==> config.mk <==
export PLATFORM = sky130hd
export DESIGN_NAME = seq_restoring_divider
export DESIGN_NICKNAME = d
export VERILOG_FILES = /design/src/rtl/seq_restoring_divider.sv
export SDC_FILE = /design/constraint.sdc
export NUM_CORES = 1
export LEC_CHECK = 0
export BUFFER_PORTS_ARGS = -buffer_cell sky130_fd_sc_hd__buf_2
export CAP_MARGIN = 20
export CORE_MARGIN = 4
export CORE_UTILIZATION = 62
export CTS_BUF_LIST = sky130_fd_sc_hd__clkbuf_16
export CTS_CLUSTER_SIZE = 28
export DETAILED_ROUTE_END_ITERATION = 7
export PLACE_DENSITY = 0.88
export SETUP_SLACK_MARGIN = 0.1
export SYNTH_ARGS = -nofsm -noshare
export SYNTH_HDL_FRONTEND = slang
export SYNTH_SLANG_ARGS = --single-unit
export TNS_END_PERCENT = 100
==> constraint.sdc <==
create_clock -name Clk -period 4.35 [get_ports Clk]
set_input_delay 0 -clock Clk [delete_from_list [all_inputs] [get_ports Clk]]
set_output_delay 0 -clock Clk [all_outputs]
set_load 0.005 [all_outputs]
==> src/rtl/seq_restoring_divider.sv <==
// Unsigned sequential restoring divider: one quotient bit per clock, Start/Busy/Done handshake.
// A zero divisor skips iteration and reports all-ones quotient with DivByZero set.
module seq_restoring_divider #(
  parameter int unsigned WIDTH = 8
) (
  input  logic             Clk,
  input  logic             Reset,
  input  logic             Start,
  input  logic [WIDTH-1:0] Dividend,
  input  logic [WIDTH-1:0] Divisor,
  output logic             Busy,
  output logic             Done,
  output logic [WIDTH-1:0] Quotient,
  output logic [WIDTH-1:0] Remainder,
  output logic             DivByZero
);

  localparam int unsigned CW = (WIDTH > 2) ? $clog2(WIDTH) : 1;
  localparam logic [CW-1:0] LastCount = CW'(WIDTH - 1);

  typedef enum logic [1:0] {StIdle, StRun, StDone} state_t;

  state_t           state;
  logic [WIDTH-1:0] d_q;
  logic [WIDTH-1:0] q_q;
  logic [WIDTH-1:0] r_q;
  logic [CW-1:0]    count;

  logic [WIDTH:0]   r_shift;
  logic [WIDTH+1:0] trial;
  logic             trial_ok;
  logic [WIDTH-1:0] r_next;
  logic [WIDTH-1:0] q_next;

  // Trial subtraction as r_shift + ~{0,D} + 1; the extra top bit is the carry-out.
  always_comb begin
    r_shift  = {r_q, q_q[WIDTH-1]};
    trial    = {1'b0, r_shift} + {1'b0, ~{1'b0, d_q}} + (WIDTH + 2)'(1);
    trial_ok = trial[WIDTH+1];
    r_next   = trial_ok ? trial[WIDTH-1:0] : r_shift[WIDTH-1:0];
    q_next   = {q_q[WIDTH-2:0], trial_ok};
  end

  always_ff @(posedge Clk or posedge Reset) begin
    if (Reset) begin
      state     <= StIdle;
      d_q       <= '0;
      q_q       <= '0;
      r_q       <= '0;
      count     <= '0;
      Busy      <= 1'b0;
      Done      <= 1'b0;
      Quotient  <= '0;
      Remainder <= '0;
      DivByZero <= 1'b0;
    end else begin
      Done <= 1'b0;
      unique case (state)
        StIdle: begin
          if (Start) begin
            if (Divisor != '0) begin
              d_q       <= Divisor;
              q_q       <= Dividend;
              r_q       <= '0;
              count     <= '0;
              DivByZero <= 1'b0;
              Busy      <= 1'b1;
              state     <= StRun;
            end else begin
              Quotient  <= '1;
              Remainder <= Dividend;
              DivByZero <= 1'b1;
              Done      <= 1'b1;
              state     <= StDone;
            end
          end
        end
        StRun: begin
          q_q   <= q_next;
          r_q   <= r_next;
          count <= count + CW'(1);
          if (count == LastCount) begin
            Busy      <= 1'b0;
            Done      <= 1'b1;
            Quotient  <= q_next;
            Remainder <= r_next;
            state     <= StDone;
          end
        end
        StDone:  state <= StIdle;
        default: state <= StIdle;
      endcase
    end
  end

endmodule
Yosys cells after proc, flatten, opt, wreduce, memory -nomap -nowiden
Cells that the tools add are included.

Output and inout port bits: 19. Bits in registers: 48. Input port bits: 19.

$add $sub $neg: 3. Multiplexer cells: 30. Reductions and logical operators: 9. Bitwise logic cells: 1. Equality and inequality tests: 6.

Operators by type and width (count): $mux W8 (11); $pmux W8 S2 (4); $add A10 B1 Y10 const B (1); $add A9 B9 Y10 (1); $not A8 Y9 (1); $ne A2 B2 Y1 const B (4); $reduce_and A4 Y1 (2); $reduce_bool A8 Y1 (1); $mux W1 (6); $mux W2 (3); $mux W3 (2); $pmux W3 S2 (1); $reduce_and A3 Y1 (2); $pmux W1 S2 (2); $pmux W2 S2 (1); $reduce_and A2 Y1 (2); $add A3 B1 Y3 const B (1); $eq A3 B3 Y1 const B (1); $eq A2 B1 Y1 const B (1); $logic_not A2 Y1 (1); $reduce_bool A2 Y1 (1).

Longest topological paths before layout
Gate-level depths: netlist (run 1).

Depth after elaboration: 6. Gate-level depth with buffers: 9. Gate-level depth less buffers: 8.

Worst setup path before layout (run 1)
No wires, ideal clock.

Kind: flip-flop to flip-flop. Start: register r_q[5]. End: register Remainder[7]. Setup slack: 2.360 ns. Required time: 4.285 ns. Stages on the path, launching flop included: 7. Arrival time: 1.925 ns. Library setup time: 0.065 ns. Path buffers: 1. Cells stage by stage: dfrtp_1 -> ha_1 -> buf_2 -> a211o_1 -> o311a_1 -> a2111oi_2 -> o22a_1.

Word-level cells in the longest chain between the ends: 5.

RTL lines: start: declaration (RTL line 26) `logic [WIDTH-1:0] r_q;`; start signal: assignment (RTL line 80) `r_q <= r_next;`; $add A9 B9 Y10 (RTL line 38) `trial = {1'b0, r_shift} + {1'b0, ~{1'b0, d_q}} + (WIDTH + 2)'(1);`; $add A10 B1 Y10 (RTL line 38); $mux W8 (RTL line 40) `r_next = trial_ok ? trial[WIDTH-1:0] : r_shift[WIDTH-1:0];`; $mux W8 (RTL line 82) `if (count == LastCount) begin`; $pmux W8 S2 (RTL line 58) `unique case (state)`; end signal: assignment (RTL line 71) `Remainder <= Dividend;`; end signal: assignment (RTL line 86) `Remainder <= r_next;`; end: declaration (RTL line 14) `output logic [WIDTH-1:0] Remainder,`.

No other way between the ends. The select of a mux whose other input is x is not followed. A chain may end at the register's enable or synchronous reset.

Final worst setup path (run 1)
Start: register state[0]. End: register d_q[0].

Word-level cells in the longest chain between the ends: 2.

RTL lines: start: declaration (RTL line 23) `state_t state;`; start signal: assignment (RTL line 46) `state <= StIdle;`; start signal: assignment (RTL line 68) `state <= StRun;`; start signal: assignment (RTL line 74) `state <= StDone;`; $logic_not A2 Y1 (RTL line 58); $reduce_and A3 Y1 (no line); end signal: assignment (RTL line 62) `d_q <= Divisor;`; end: declaration (RTL line 24) `logic [WIDTH-1:0] d_q;`.

No other way between the ends.

==> results_dict.tcl, run 1 <==
set metrics [dict create \
    finalPower_mw 2.82 \
    final.fill_count 281 \
    cts_max_level 2 \
    synthCells 312 \
    grt_pass1_vias 2456 \
    cts-root-buf "clkbuf_16" \
    cts_inserted_buffers 5 \
    arrival_ns 2.50 \
    synth_common_cells "48 x dfrtp_1, 43 x nor2_1, 39 x nand2_1" \
    ys_warn_count 0 \
    finalSetupViolations 0 \
    grt_first_pass_wirelength_mm 11.6 \
    die_h_um 74.6 \
    core_area_um2 4140 \
    clkTransAtPathRegs_ns 0.07 \
    yosysTopAreaCell "dfrtp_1" \
    p_int_mw 1.52 \
    first_iter_violations 320 \
    path_class "flip-flop to flip-flop" \
    synth_seq_cells 48 \
    min_period_ns 2.32 \
    fin_area_um2 3220 \
    post_cts_buffers 0 \
    status "finished clean" \
    antenna_cells 0 \
    grtUsageTotal 0.274 \
    dieArea_um2 5560 \
    start_util 0.663 \
    antenna_left 0 \
    timing.fmax_mhz 431 \
    cts_tree "yes" \
    cts_resized 0 \
    drc 0 \
    worst_slew_pin_slew_ns 0.951 \
    synth_top_area_frac 0.437 \
    critPathSlowestCell "nor2_1" \
    dp.cells 382 \
    relSlewSlack 0.365 \
    instances_no_fill 404 \
    worstSkewPairLatency_ns 0.29 \
    pwr-share-clk 0.158 \
    p_per_area_nw_per_um2 876 \
    drv_slew 0 \
    dp_hpwl_mm 4.77 \
    yosysMostFrequentCell "dfrtp_1" \
    ir_drop_v 0.000430 \
    maxCapViolCount 0 \
    synth_edf_count 0 \
    start_kind "flip-flop" \
    power_frac_seq 0.285 \
    netlist_area_um2 2750 \
    ys.flop_type "dfrtp_1" \
    p_leak_nw 1.43 \
    wl_per_cell_um 17.7 \
    wirelength_mm 7.16 \
    switching_share 0.461 \
    cp_max_fo 15 \
    routabilityCongestion 0.899 \
    dr_total_vias 2565 \
    hp-class "primary input to flip-flop" \
    yosysSeqAreaShare 0.437 \
    power.switching_mw 1.30 \
    tns_ns 0 \
    grt_max_degree 49 \
    hold_buffers 14 \
    die_w_um 74.6 \
    finalCritPeriodShare 0.533 \
    cts_sinks 48 \
    fin_skew_ns 0.00226 \
    cp_cell_sequence "inv_1 > nand3_1 > nor2_1 > mux2_2" \
    vias_per_cell 6.35 \
    area_growth_pct 17.2 \
    cts_buffer_depth 2 \
    comb_power_share 0.556 \
    ys_types 53 \
    required_ns 4.53 \
    final_layout_size_suffix_gt1_frac 0.172 \
    max_stage_delay_ns 0.74 \
    avgSynthCellArea_um2 8.81 \
    rsz0062_at_grt "no" \
    crit_family "simple AND/OR/NAND/NOR gates" \
    firstDrtPassIters 5 \
    synthesis.nets 342 \
    synth-async-reset-ratio 1.00 \
    placed_area_um2 2910 \
    hold_viol_final 0 \
    antenna_found_initial 0 \
    critPathCaptureType "flip-flop" \
    fp-row-count 23 \
    nNetsFinal 383 \
    port_buffers 37 \
    io_pins 38 \
    path_buf_inv 1 \
    synth_area_leaders "dfrtp_1 44%, nor2_1 5.9%, nand2_1 5.3%, ha_1 4.6%, o21ai_0 4.0%" \
    grt_remaining_overflow 0 \
]
==> final timing paths <==
| kind | from | endpoint | slack, ns | depth (start not counted) |
|---|---|---|---|---|
| max | state[0]$_DFFE_PP0P_ | d_q[0]$_DFFE_PP0P_ | 2.03 | 4 |
| min | Dividend[1] | q_q[1]$_DFFE_PP0P_ | 0.006 | 3 |
| max reg2reg | state[0]$_DFFE_PP0P_ | d_q[0]$_DFFE_PP0P_ | 2.03 | 4 |
| min reg2reg | count[0]$_DFFE_PP0P_ | count[0]$_DFFE_PP0P_ | 0.47 | 1 |
| max in group asynchronous | Reset | Remainder[4]$_DFFE_PP0P_ | 3.25 | 3 |
| min in group asynchronous | Reset | Done$_DFF_PP0_ | 0.51 | 3 |
==> worst register-to-register path, stage by stage, from the launching register on <==
cell and delay [ns]:
dfrtp_1 0.47, inv_1 0.37, nand3_1 0.22, nor2_1 0.74
mux2_2 0.41
==> power by group through the flow <==
stage	combinational [mW]	sequential, mW	clock [mW]
floorplan	1.17	0.761	0
global placement	1.45	0.790	0
detailed placement	1.49	0.804	0
CTS	1.54	0.799	0.450
global route	1.72	0.824	0.464
finish	1.57	0.805	0.447
==> flip-flops by register name, indices dropped and copies added, names as in the netlist <==
register   count
Busy           1
DivByZero      1
Done           1
Quotient       8
Remainder      8
count          3
d_q            8
q_q            8
r_q            8
state          2
==> kinds of logic (layout without fill, tap and decap cells) <==
kind of cell,after synthesis,count (layout),synth area share
AO/OA/AOI/OAI,93,93,0.236
XOR/XNOR,2,2,0.00637
adder cells (fa/ha/maj),11,11,0.0528
buffers and inverters,35,77,0.0592
flip-flops,48,48,0.437
multiplexers,3,3,0.0114
AND/OR/NAND/NOR,120,120,0.198
==> cell type report <==
type | instances | area, µm² | area share
clock inverter | 3 | 46.3 | 0.0144
clock buffer | 5 | 125 | 0.0389
timing repair buffer | 53 | 340 | 0.106
inverter | 16 | 60.1 | 0.0186
tap | 50 | 62.6 | 0.0194
sequential | 48 | 1200 | 0.373
multi-input combinational | 229 | 1390 | 0.430
==> per-layer routing <==
metal	up-vias	global-route usage	share of wire
met5	-	0	0
met2	145	0.462	0.48
met4	0	0.0791	0.020
li1	1208	-	-
met3	15	0.0446	0.081
met1	1197	0.364	0.42
==> per-stage QoR <==
| step | setup WS [ns] | util | hold WS (ns) |
|---|---|---|---|
| after global routing | 1.88 | 0.777 | 0.0201 |
| after CTS | 2.11 | 0.777 | 0.000261 |
| after floorplan | 2.36 | - | 0.117 |
| after detailed placement | 2.13 | 0.702 | 0.225 |
| final | 2.03 | 0.777 | 0.00582 |
| after global placement | 2.20 | 0.702 | 0.217 |
==> layout by cell type, fill, tap and decap left out, types with 3 or more instances in the layout <==
| master | n |
|---|---|
| dfrtp_1 | 48 |
| nor2_1 | 43 |
| nand2_1 | 39 |
| buf_2 | 37 |
| o21ai_0 | 22 |
| a21oi_1 | 18 |
| inv_1 | 15 |
| dlygate4sd3_1 | 14 |
| ha_1 | 10 |
| nand4_1 | 9 |
| a31oi_1 | 9 |
| nor3_1 | 7 |
| nand3_1 | 6 |
| clkbuf_16 | 5 |
| nand2b_1 | 4 |
| a32oi_1 | 4 |
| o211ai_1 | 3 |
| o31ai_1 | 3 |
| o2111ai_1 | 3 |
| a21o_1 | 3 |
| a211oi_1 | 3 |
(Power assumes the default switching activity.)
==> inputs of run 2 (changes only) <==
--- a/config.mk
+++ b/config.mk
@@ -5,14 +5,15 @@
 export SDC_FILE = /design/constraint.sdc
 export NUM_CORES = 1
 export LEC_CHECK = 0
+export ABC_AREA = 1
 export BUFFER_PORTS_ARGS = -buffer_cell sky130_fd_sc_hd__buf_2
 export CAP_MARGIN = 20
 export CORE_MARGIN = 4
-export CORE_UTILIZATION = 62
+export CORE_UTILIZATION = 57
 export CTS_BUF_LIST = sky130_fd_sc_hd__clkbuf_16
 export CTS_CLUSTER_SIZE = 28
 export DETAILED_ROUTE_END_ITERATION = 7
-export PLACE_DENSITY = 0.88
+export PLACE_DENSITY = 0.83
 export SETUP_SLACK_MARGIN = 0.1
 export SYNTH_ARGS = -nofsm -noshare
 export SYNTH_HDL_FRONTEND = slang
==> constraint.sdc (replaced) <==
create_clock -name Clk -period 2.3 [get_ports Clk]
set_input_delay 0 -clock Clk [delete_from_list [all_inputs] [get_ports Clk]]
set_output_delay 0 -clock Clk [all_outputs]
set_load 0.005 [all_outputs]
==> run 2 against run 1 <==
Critical path depth increased by 7. Worst hold slack got worse by 0.00052 ns. Critical path type unchanged. Critical endpoint is now Remainder[1]$_DFFE_PP0P_. Global-route usage is 5.4 points lower. Largest cell class is now sequential cells. Synthesized cell count up 1.6%. Setup slack worse by 1.6 ns.
==> results_dict.tcl, run 2 <==
set metrics [dict create \
    antenna_left 0 \
    cp_max_fo 10 \
    synthCells 317 \
    timing.fmax_mhz 526 \
    antenna_cells 0 \
    post_cts_buffers 0 \
    dp_hpwl_mm 4.20 \
    cts_sinks 48 \
    comb_power_share 0.523 \
    hold_viol_final 0 \
    worstSkewPairLatency_ns 0.29 \
    area_growth_pct 19.8 \
    rr_startpoint "r_q[5]$_DFFE_PP0P_" \
    p_leak_nw 1.62 \
    critPathSlowestCell "dfrtp_1" \
    path_class "flip-flop to flip-flop" \
    relSlewSlack 0.743 \
    start_kind "flip-flop" \
    worst_slew_pin_slew_ns 0.384 \
    drv_slew 0 \
    path_buf_inv 1 \
    finalCritPeriodShare 0.826 \
    arrival_ns 2.08 \
    min-delay-start "Dividend[3]" \
    synth-async-reset-ratio 1.00 \
    final.fill_count 353 \
    maxCapViolCount 0 \
    p_int_mw 2.58 \
    antenna_found_initial 0 \
    min_delay_path_depth 3 \
    fin_skew_ns 0.00729 \
    pwr-share-clk 0.150 \
    hold-path-endpoint "q_q[3]$_DFFE_PP0P_" \
    cts_max_level 2 \
    synth_top_area_frac 0.470 \
    seqCellArea_um2 1200 \
    port_buffers 37 \
    grtUsageTotal 0.219 \
    core_area_um2 4350 \
    r2r_cells 11 \
    ys_types 30 \
    synth_seq_cells 48 \
    tns_ns 0 \
    drc 0 \
    switching_share 0.437 \
    required_ns 2.49 \
    hold_buffers 13 \
    max_stage_delay_ns 0.40 \
    grt_remaining_overflow 0 \
    grt_max_degree 49 \
    final_layout_size_suffix_gt1_frac 0.187 \
    timing.rr.end "Remainder[1]$_DFFE_PP0P_" \
    ys.flop_type "dfrtp_1" \
    yosysMostFrequentCell "nand2_1" \
    yosysTopAreaCell "dfrtp_1" \
    rsz0062_at_grt "no" \
    synthesis.nets 347 \
    layout_common_cells "89 x nand2_1, 48 x dfrtp_1, 37 x buf_2" \
    hp-class "primary input to flip-flop" \
    critPathCaptureType "flip-flop" \
    die_h_um 74.9 \
    die_w_um 74.9 \
    synth_area_leaders "dfrtp_1 47%, nand2_1 13%, inv_1 5.3%, nand3_1 5.1%, ha_1 4.9%" \
    cp_cell_sequence "ha_1 > nand2_1 > nand2_1 > nand2_1 > nand2_1 > nor2_2 > nand2_4 > nand3b_1 > nand3_1 > nand2_1 > inv_1" \
    io_pins 38 \
    ys_warn_count 0 \
    multiInputGateArea_um2 1150 \
    firstDrtPassIters 4 \
    cpMostUsedCell "nand2_1" \
    cts_resized 0 \
    yosysSeqAreaShare 0.470 \
    wl_per_cell_um 13.6 \
    grt_first_pass_wirelength_mm 9.34 \
    synth_edf_count 0 \
    dr_total_vias 2275 \
    finalSetupViolations 0 \
    synth_common_cells "89 x nand2_1, 48 x dfrtp_1, 36 x inv_1" \
    crit_family "simple AND/OR/NAND/NOR gates" \
    fin_util 0.703 \
    avgSynthCellArea_um2 8.06 \
    nNetsFinal 399 \
    status "finished clean" \
    layout_commonest_cell "nand2_1" \
    netlist_area_um2 2550 \
    cts_inserted_buffers 5 \
    p_per_area_nw_per_um2 1500 \
    power_frac_seq 0.327 \
    cts_buffer_depth 2 \
    dieArea_um2 5620 \
    clkTransAtPathRegs_ns 0.06 \
    routabilityCongestion 0.890 \
    grt_pass1_vias 2046 \
    power.switching_mw 2.00 \
    vias_per_cell 5.40 \
    wirelength_mm 5.74 \
    cts_tree "yes" \
    ir_drop_v 0.000710 \
    cts-root-buf "clkbuf_16" \
    start_util 0.586 \
    rrSetupSlack_ns 0.40 \
    fp-row-count 24 \
    min_period_ns 1.90 \
    first_iter_violations 133 \
]
==> run 2: cell families after synthesis <==
group / after synthesis / synth area share
AND/OR/NAND/NOR: 164 / 0.290
buffers and inverters: 49 / 0.0808
flip-flops: 48 / 0.470
AO/OA/AOI/OAI: 42 / 0.0921
adder cells (fa/ha/maj): 11 / 0.0568
XOR/XNOR: 3 / 0.0103
==> run 2: worst max path at each step <==
stage / startpoint / endpoint / cells after the start
4_1_cts: r_q[5]$_DFFE_PP0P_ / Remainder[6]$_DFFE_PP0P_ / 11
3_3_place_gp: r_q[1]$_DFFE_PP0P_ / Remainder[1]$_DFFE_PP0P_ / 10
5_1_grt: r_q[5]$_DFFE_PP0P_ / Remainder[6]$_DFFE_PP0P_ / 11
2_1_floorplan: r_q[1]$_DFFE_PP0P_ / Remainder[0]$_DFFE_PP0P_ / 10
3_5_place_dp: r_q[5]$_DFFE_PP0P_ / Remainder[6]$_DFFE_PP0P_ / 11
6_report: r_q[5]$_DFFE_PP0P_ / Remainder[1]$_DFFE_PP0P_ / 11
==> run 2: cell type report <==
class	count	share of cell area
multi-input cells	220	0.374
repair buffers	54	0.117
flip-flops and latches	48	0.392
well taps	52	0.0213
clock buffers	5	0.0409
inverters	40	0.0499
clock inverters	2	0.00409
==> run 2: per-layer routing <==
metal | global-route usage | wire length (µm)
met4 | 0.0751 | 67
met1 | 0.318 | 2670
met3 | 0.0534 | 363
met5 | 0 | 0
met2 | 0.322 | 2640
==> run 2: worst reg2reg max path, stage by stage, from the launching register on <==
cell,delay [ns]
dfrtp_1,0.40
ha_1,0.33
nand2_1,0.08
nand2_1,0.06
nand2_1,0.06
nand2_1,0.06
nor2_2,0.31
nand2_4,0.15
nand3b_1,0.15
nand3_1,0.09
nand2_1,0.07
inv_1,0.04
==> run 2: stage by stage <==
| stage | setup slack [ns] | power (mW) | hold WS, ns | cells | instance area, µm² |
|---|---|---|---|---|---|
| 6_report | 0.400 | 4.58 | 0.00530 | 421 | 3060 |
| 5_1_grt | 0.229 | 5.00 | 0.00471 | 421 | 3060 |
| 4_1_cts | 0.407 | 4.59 | 0.00731 | 420 | 3040 |
| 3_5_place_dp | 0.428 | 3.86 | 0.229 | 400 | 2770 |
| 3_3_place_gp | 0.463 | 3.79 | 0.230 | 400 | 2770 |
| 2_1_floorplan | 0.617 | 3.25 | 0.117 | 317 | 2550 |
==> run 2: power groups by stage <==
stage	Combinational (mW)	Clock [mW]	Sequential (mW)
3_3_place_gp	2.31	0	1.48
3_5_place_dp	2.36	0	1.51
2_1_floorplan	1.80	0	1.45
5_1_grt	2.72	0.740	1.54
4_1_cts	2.40	0.701	1.50
6_report	2.40	0.689	1.50
==> inputs of run 3 (changes only) <==
==> constraint.sdc (replaced) <==
create_clock -name Clk -period 1.8 [get_ports Clk]
set_input_delay 0 -clock Clk [delete_from_list [all_inputs] [get_ports Clk]]
set_output_delay 0 -clock Clk [all_outputs]
set_load 0.005 [all_outputs]
==> run 3 against run 2 <==
The run now ends with hold timing left. Largest cell class is now multi-input combinational cells. Critical endpoint is now Remainder[0]$_DFFE_PP0P_. Sequential cell count is the same. Final cell count up 4.5%. Utilization grew 6.7 points.
==> results_dict.tcl, run 3 (same netlist as run 2, synthesis figures left out) <==
set metrics [dict create \
    core_area_um2 4350 \
    cts-root-buf "clkbuf_16" \
    dieArea_um2 5620 \
    rrSetupSlack_ns 0.007 \
    final_layout_size_suffix_gt1_frac 0.276 \
    wl_per_cell_um 15.1 \
    layout_common_cells "85 x nand2_1, 47 x dfrtp_1, 37 x buf_2" \
    cts_sinks 48 \
    cts_max_level 2 \
    timing.fmax_mhz 558 \
    pre_cts_slack_ns 0.00148 \
    start_util 0.586 \
    cts_tree "yes" \
    seqCellArea_um2 1200 \
    placed_area_um2 2860 \
    dr_total_vias 2439 \
    multiInputGateArea_um2 1280 \
    finalSetupViolations 0 \
    hold_ws_ns -0.00537 \
    maxCapViolCount 0 \
    grt_max_degree 28 \
    tns_ns 0 \
    drc 0 \
    path_class "flip-flop to flip-flop" \
    ir_drop_v 0.00128 \
    critPathCaptureType "flip-flop" \
    hold_viol_final 1 \
    vias_per_cell 5.54 \
    p_per_area_nw_per_um2 2120 \
    cts_inserted_buffers 5 \
    violations "hold timing" \
    io_pins 38 \
    dp_hpwl_mm 4.27 \
    fin_skew_ns 0.00397 \
    finalCritPeriodShare 0.996 \
    first_iter_violations 157 \
    cp_max_fo 4 \
    final.fill_count 293 \
    clkTransAtPathRegs_ns 0.06 \
    start_kind "flip-flop" \
    port_buffers 37 \
    layout_commonest_cell "nand2_1" \
    wirelength_mm 6.66 \
    grt_pass1_vias 2265 \
    dp.cells 411 \
    worstSkewPairLatency_ns 0.28 \
    antenna_cells 0 \
    grt_remaining_overflow 0 \
    drv_slew 0 \
    grtUsageTotal 0.237 \
    status "finished, violations left" \
    fin_area_um2 3350 \
    fin_util 0.770 \
    fin_ws_ns 0.00719 \
    rsz0062_at_grt "yes" \
    antenna_found_initial 0 \
    firstDrtPassIters 7 \
    required_ns 1.98 \
    worst_slew_pin_slew_ns 0.355 \
    die_w_um 74.9 \
    area_growth_pct 31.3 \
    antenna_left 0 \
    grt_first_pass_wirelength_mm 10.2 \
    p_leak_nw 1.73 \
    fp-row-count 24 \
    min_period_ns 1.79 \
    nNetsFinal 417 \
    instances_no_fill 440 \
    arrival_ns 1.98 \
    finalPower_mw 7.09 \
    cts_buffer_depth 2 \
    relSlewSlack 0.763 \
    hp-class "primary input to flip-flop" \
    die_h_um 74.9 \
    routabilityCongestion 0.897 \
]
## run 3: cell count changes in the layout (fill, tap and decap cells not counted), moves of 2 or more
cell / delta
o21ai_0: -2
nand3_1: -2
buf_4: +16
inv_2: +3
nand2_1: -4
nand2_4: +2
nand2_2: +3
ha_4: +4
ha_1: -4
inv_1: -3
## run 3: repair_timing
item / 4_1_cts / 5_1_grt
gates cloned: 2 / 0
resized for setup: 13 / 15
setup endpoints to repair: 16 / 18
hold buffers: 12 / 0
pin swaps: 5 / 12
endpoints found under the hold margin: 59 / 0
buffers inserted: 4 / 3
## run 3: worst max-delay path, cell delays in order, from the launching register on
cell and delay, ns:
dfrtp_1 0.44, ha_4 0.31, nand2_4 0.07, nor3_4 0.34, nand2_8 0.11, buf_12 0.15
nand4_1 0.09, nand3_1 0.10, nand2_1 0.07, inv_1 0.03
## run 3: area by class of cell
cell class	instances	area share
sequential	48	0.359
timing repair buffer	70	0.143
clock inverter	3	0.0127
tap	52	0.0194
inverter	40	0.0455
clock buffer	5	0.0373
multi-input combinational	222	0.383
## run 3: power breakdown
group          switching [mW]  internal [mW]  total (mW)
clock network           0.390          0.652        1.04
registers               0.321           1.60        1.92
logic                    2.40           1.73        4.13
## run 3: worst paths after layout
check	start	depth (start not counted)	to
min	Dividend[5]	3	q_q[5]$_DFFE_PP0P_
max in group asynchronous	Reset	4	r_q[4]$_DFFE_PP0P_
max	r_q[4]$_DFFE_PP0P_	9	Remainder[0]$_DFFE_PP0P_
min in group asynchronous	Reset	3	Quotient[4]$_DFFE_PP0P_
max reg2reg	r_q[4]$_DFFE_PP0P_	9	Remainder[0]$_DFFE_PP0P_
min reg2reg	Quotient[6]$_DFFE_PP0P_	2	Quotient[6]$_DFFE_PP0P_
## run 3: metal layers
layer,vias to the layer above,track usage,part of all wire
li1,1171,-,-
met1,1140,0.302,0.43
met2,107,0.406,0.49
met3,21,0.0387,0.059
met4,0,0.0870,0.026
met5,-,0,0
